[src/rtl/sisc_fetch_unit.sv]
// SISC instruction-fetch stage: program counter, instruction register, IR field decode,
// branch-target arithmetic and a stall handshake for slow instruction memory.
//
// state | meaning
// IDLE  | executes control-FSM commands; a fetch that sees im_ready completes this cycle
// WAIT  | fetch issued without im_ready; the PC command is parked in pending_*
module sisc_fetch_unit #(
  parameter int PC_W  = 16,
  parameter int IR_W  = 32,
  parameter int CNT_W = 16
) (
  input  logic             clk,
  input  logic             rst_f,
  input  logic             pc_rst,
  input  logic             pc_write,
  input  logic             pc_sel,
  input  logic             br_sel,
  input  logic             ir_load,
  input  logic [IR_W-1:0]  im_rdata,
  input  logic             im_ready,
  output logic [PC_W-1:0]  im_addr,
  output logic [PC_W-1:0]  pc,
  output logic [IR_W-1:0]  ir,
  output logic [3:0]       opcode,
  output logic [3:0]       mm,
  output logic [3:0]       rd,
  output logic [3:0]       rs,
  output logic [3:0]       rt,
  output logic [15:0]      imm,
  output logic             fetch_stall,
  output logic [CNT_W-1:0] instr_count
);

  typedef enum logic {IDLE, WAIT} state_t;

  state_t          state, state_nxt;
  logic [PC_W-1:0] pc_nxt;
  logic [IR_W-1:0] ir_nxt;
  logic            cnt_inc;
  logic            pending_pc, pending_sel, pending_br;
  logic            pending_pc_nxt, pending_sel_nxt, pending_br_nxt;

  assign opcode      = ir[31:28];
  assign mm          = ir[27:24];
  assign rd          = ir[23:20];
  assign rs          = ir[19:16];
  assign rt          = ir[15:12];
  assign imm         = ir[15:0];
  assign im_addr     = pc;
  assign fetch_stall = (state == WAIT);

  // Branch arithmetic always uses the registered IR, even when IR reloads this cycle.
  function automatic logic [PC_W-1:0] pc_target(input logic sel, input logic br);
    if (!sel)    return pc + PC_W'(1);
    else if (br) return PC_W'(imm);
    else         return pc + PC_W'(imm);
  endfunction

  always_comb begin
    state_nxt       = state;
    pc_nxt          = pc;
    ir_nxt          = ir;
    cnt_inc         = 1'b0;
    pending_pc_nxt  = pending_pc;
    pending_sel_nxt = pending_sel;
    pending_br_nxt  = pending_br;
    if (pc_rst) begin
      state_nxt       = IDLE;
      pc_nxt          = '0;
      ir_nxt          = '0;
      pending_pc_nxt  = 1'b0;
      pending_sel_nxt = 1'b0;
      pending_br_nxt  = 1'b0;
    end else begin
      case (state)
        IDLE: begin
          if (ir_load && !im_ready) begin
            state_nxt       = WAIT;
            pending_pc_nxt  = pc_write;
            pending_sel_nxt = pc_sel;
            pending_br_nxt  = br_sel;
          end else begin
            if (pc_write) pc_nxt = pc_target(pc_sel, br_sel);
            if (ir_load) begin
              ir_nxt  = im_rdata;
              cnt_inc = 1'b1;
            end
          end
        end
        WAIT: begin
          if (im_ready) begin
            state_nxt = IDLE;
            ir_nxt    = im_rdata;
            cnt_inc   = 1'b1;
            if (pending_pc) pc_nxt = pc_target(pending_sel, pending_br);
          end
        end
        default: state_nxt = IDLE;
      endcase
    end
  end

  always_ff @(posedge clk or negedge rst_f) begin
    if (!rst_f) begin
      state       <= IDLE;
      pc          <= '0;
      ir          <= '0;
      instr_count <= '0;
      pending_pc  <= 1'b0;
      pending_sel <= 1'b0;
      pending_br  <= 1'b0;
    end else begin
      state       <= state_nxt;
      pc          <= pc_nxt;
      ir          <= ir_nxt;
      pending_pc  <= pending_pc_nxt;
      pending_sel <= pending_sel_nxt;
      pending_br  <= pending_br_nxt;
      // Saturating: the count sticks at all-ones rather than wrapping.
      if (cnt_inc && (instr_count != '1)) instr_count <= instr_count + CNT_W'(1);
    end
  end

endmodule

[config.mk]
export PLATFORM = sky130hd
export DESIGN_NAME = sisc_fetch_unit
export DESIGN_NICKNAME = d
export VERILOG_FILES = /design/src/rtl/sisc_fetch_unit.sv
export SDC_FILE = /design/constraint.sdc
export NUM_CORES = 1
export LEC_CHECK = 0
export ABC_AREA = 1
export BUFFER_PORTS_ARGS = -buffer_cell sky130_fd_sc_hd__buf_2
export CORE_AREA = 5 5 130 132
export DETAILED_ROUTE_END_ITERATION = 12
export DIE_AREA = 0 0 135 137
export PLACE_DENSITY = 0.67
export SYNTH_ARGS = -nofsm -noshare
export SYNTH_HDL_FRONTEND = slang
export SYNTH_SLANG_ARGS = --single-unit
[constraint.sdc]
create_clock -name clk -period 3.3 [get_ports clk]
set_input_delay 0.33 -clock clk [delete_from_list [all_inputs] [get_ports clk]]
set_output_delay 0.33 -clock clk [all_outputs]
set_load 0.01 [all_outputs]
# After elaboration in Yosys (flattened, before gate mapping)
# Cells that the tools add are included.
[classes]
n_addsub = 3
multipliers = 0
div_mod_pow = 0
n_lt_le_gt_ge = 0
n_eq_ne = 7
n_shift = 0
n_mux = 33
bitwise = 1
n_reduce_logical = 7
[ops]
columns = ["operator", "count"]
rows = [
  ["$mux W16", 9],
  ["$mux W32", 4],
  ["$pmux W32 S2", 1],
  ["$add A16 B1 Y16 const B", 2],
  ["$pmux W16 S2", 1],
  ["$add A16 B16 Y16", 1],
  ["$mux W1", 16],
  ["$ne A16 B16 Y1 const B", 1],
  ["$ne A3 B3 Y1 const B", 4],
  ["$pmux W1 S2", 2],
  ["$reduce_and A4 Y1", 1],
  ["$ne A3 B2 Y1 const B", 1],
  ["$reduce_and A3 Y1", 1],
  ["$logic_and A1 B1 Y1", 2],
  ["$ne A2 B2 Y1 const B", 1],
  ["$reduce_and A2 Y1", 1],
  ["$reduce_bool A2 Y1", 1],
  ["$logic_not A1 Y1", 1],
  ["$not A1 Y1", 1],
]
[word_totals]
reg_bits = 68
latchBits = 0
ramBits = 0
mem_bits_ro = 0
in_bits = 40
output_inout_bits = 117
mem_count = 0

# Logic depth before layout (Yosys ltp)
[depth]
depth_word = 7
ltp_mapped = 15
mapped_depth_nobuf = 15

# Worst setup path before layout
# OpenSTA, ideal clock, no wires.
[synth_path]
kind = "register -> register"
start = "register pc[0] (netlist: im_addr[0])"
end = "register pc[8] (netlist: im_addr[8])"
setup_ns = 0.116
arrival_ns = 1.884
required_time_ns = 3.184
setup_slack_ns = 1.299
stages_incl_launch_ff = 14
path_buffers = 0
synth_period_minus_slack_ns = 2.001
cell_sequence = "dfrtp_1 -> ha_1 -> inv_1 -> fa_1 -> inv_1 -> nand3_1 -> nand3_1 -> a21oi_1 -> xor2_1 -> nand2_1 -> a21oi_1 -> nor2_1 -> nand2_1 -> nand2_1"
[synth_between]
elab_chain_len = 7
word_cells_on_any_way = 12
classes_between = "add/sub (2); mux (10)"
[synth_lines]
columns = ["element", "line", "text"]
rows = [
  ["from (decl)", "22", "output logic [PC_W-1:0] pc,"],
  ["from (signal assigned)", "114", "pc <= pc_nxt;"],
  ["$add A16 B16 Y16", "56", "else return pc + PC_W'(imm);"],
  ["$mux W16", "55", "else if (br) return PC_W'(imm);"],
  ["$mux W16", "54", "if (!sel) return pc + PC_W'(1);"],
  ["$mux W16, on equally long branches", "95, 83", ""],
  ["$mux W16, on equally long branches", "91, 77", ""],
  ["$pmux W16 S2 *", "75", "case (state)"],
  ["$mux W16 *", "67", "if (pc_rst) begin"],
]
# Every way passes the cells marked *; elsewhere a longest branch is shown, timed or not. The select of a mux whose other input is x is not followed.
# A chain may end at the register's enable or synchronous reset.

# Worst setup path after layout
[layout_path]
start = "register state (netlist: fetch_stall)"
end = "register pc[7] (netlist: im_addr[7])"
[layout_between]
elab_chain_len = 3
word_cells_on_any_way = 8
classes_between = "eq/ne (4); mux (2); bitwise (1); reduce/logical (1)"
[layout_lines]
columns = ["element", "line", "text"]
rows = [
  ["from (decl)", "36", "state_t state, state_nxt;"],
  ["from (signal assigned)", "113", "state <= state_nxt;"],
  ["$not A1 Y1", "--", ""],
  ["$ne A3 B3 Y1 (no source line) or $pmux W16 S2 (tied branches)", "--", ""],
  ["$reduce_and A4 Y1 (no source line) or $mux W16 (tied branches)", "--", ""],
]
# Parallel ways exist; a longest one is shown, timed or not.

==> results.cfg <==
[timing]
rsz0062_at_grt = no
slew_viol_final = 0
finalCritPeriodShare = 0.727
whs_ns = 0.0761
period_needed_ns = 2.40
timing.fmax_mhz = 417
fin_setup_tns_ns = 0
clock_skew_ns = 0.00407
tightest_slew_ns = 1.01
hold_violations = 0
max_slew_margin = 0.327
setup_viol = 0

[synth]
ys_warn_count = 0
synth-async-reset-ratio = 1.00
yosys.cell_types.count = 33
avgSynthCellArea_um2 = 6.74
synth-edff-count = 0
syn_nets = 830
ys.flop_type = dfrtp_1
synthCells = 772
netlist_area_um2 = 5200
postSynthRegisterBits = 68
yosysSeqAreaShare = 0.327

[clock_tree]
postCtsSetupRepairBufs = 0
cts-buffers-inserted = 9
post_cts_resized = 0
clk_pin_slew_worst_paths_ns = 0.06
holdBufCountCts = 0
numClockSinks = 68
h-tree-depth = 3
clk_path_buf_depth = 2
cts_tree = yes
root_buffer = clkbuf_16
clk_latency_ns = 0.33

[outcome]
outcome = finished, final reports clean

[global_routing]
grt_max_degree = 36
met1_usage = 0.219
grt_util_met3 = 0.0456
gr-usage-met2 = 0.282
grt_pass1_wl_mm = 24.8
overflow = 0
grt_busiest_layer = met2
grt_usage = 0.170
grt_pass1_vias = 4899
antenna_found_initial = 1

[cells_and_area]
area_delta_synth_final_pct = 18.2
final_cell_mix = nand2_1, buf_2, inv_1, nand3_1, dfrtp_1
area.sequential_um2 = 1700
drive_above_1_share = 0.217
n_antenna_cell = 0
nFillCells = 1665
layout_commonest_cell = nand2_1
nNetsFinal = 927
multi_input_area_um2 = 2710

[critical_path]
cp-end-kind = register
worstPathArrival_ns = 2.65
crit_start = fetch_stall
crit_path_frequent_cell = inv_1
slowest_stage = nor2_2
crit_buf_inv = 3
cp_top_family = simple AND/OR/NAND/NOR gates
r2r-start = fetch_stall
worstPathMaxFanout = 14
crit_type = reg -> reg
setup.worst_path.start_class = register
cp_cell_sequence = inv_1 -> nand3_1 -> nand3_1 -> inv_1 -> nor2_2 -> inv_1 -> nor2_1 -> nand2_1 -> o21ai_0
max_stage_delay_ns = 0.56
crit_required_ns = 3.55

[drt]
ant_nets = 0
drcViolationCount = 0
wl_per_cell_um = 14.5
vias_per_cell = 4.72
wirelength_mm = 15.8
first_pass_iters = 4
vias = 5145
first_iter_violations = 355

[job]
max_cap_viol_count = 0

[power]
powerDensity_nw_per_um2 = 447
worst_ir_drop_vdd_mv = 0.322
leakage_uw = 0.00359

[worst_hold_path]
hp-class = in -> async

[place]
io_buffers = 156
dp_hpwl_mm = 12.2
place_congestion = 0.878

[floorplanning]
die_width_um = 135
placement_rows = 46
dieArea_um2 = 18500
initial_core_util = 0.334
die_h_um = 137
core_area_um2 = 15600
io_pins = 157
[power by group]
group	switching (uW)	internal, uW
Combinational	424	263
Sequential	125	910
Clock	350	678
[final cells by class]
type                    count  share of cell area
inverters                  82              0.0500
multi-input cells         545               0.440
flip-flops and latches     68               0.277
clock inverters             5              0.0122
repair buffers            163               0.138
clock buffers              11              0.0395
well taps                 216              0.0439
[layer usage]
layer,vias up,share of wire
met5,-,0.00095
met4,2,0.011
met3,14,0.088
met2,173,0.47
met1,2349,0.43
li1,2607,-
[through the flow]
stage	instance area [um2]	std cells	worst slack [ns]	utilization	total power (uW)
3_3_place_gp	5830	1074	1.02	0.374	1730
2_1_floorplan	5200	772	1.30	-	1510
3_5_place_dp	5830	1074	0.949	0.374	1740
5_1_grt	6150	1090	0.664	0.394	2900
6_report	6150	1090	0.900	0.394	2750
4_1_cts	6150	1090	0.928	0.394	2780
[path summary, 6_finish.rpt]
| kind | slack, ns | endpoint | depth (start not counted) |
|---|---|---|---|
| setup / recovery | 0.90 | im_addr[7] | 9 |
| hold reg to reg | 0.50 | instr_count[8] | 1 |
| hold / removal | 0.08 | instr_count[2] | 1 |
| max in group asynchronous | 2.57 | ir[6] | 2 |
| setup reg to reg | 0.90 | im_addr[7] | 9 |
| min in group clk | 0.19 | ir[21] | 3 |
[kinds of logic after synthesis]
kind of cell / count (synthesis) / synth area share
AO/OA/AOI/OAI: 84 / 0.0858
flip-flops: 68 / 0.327
AND/OR/NAND/NOR: 408 / 0.331
XOR/XNOR: 35 / 0.0589
adder cells (fa/ha/maj): 18 / 0.0447
buffers and inverters: 159 / 0.153
[cell usage after synthesis, types with 3 or more instances]
master    instances  area, um2
nand3_1          79        395
clkbuf_1         21       78.8
nor2_2            3       18.8
nand2_1         271       1020
inv_1            79        297
nand4_1           6       37.5
o21ai_0          33        165
xnor2_1          10       87.6
dfrtp_1          68       1700
xor2_1           25        219
buf_4            52        390
nor2_1           26       97.6
a21oi_1          39        195
o211ai_1          8       60.1
nor3_1           11       55.1
ha_1             17        213
[registers in the layout (all words and copies together), names as in the netlist]
name and count:
pending_br 1, im_addr 16, fetch_stall 1, pending_sel 1, ir 32, pending_pc 1
instr_count 16
Note: power is estimated with default switching activity, not from simulation.
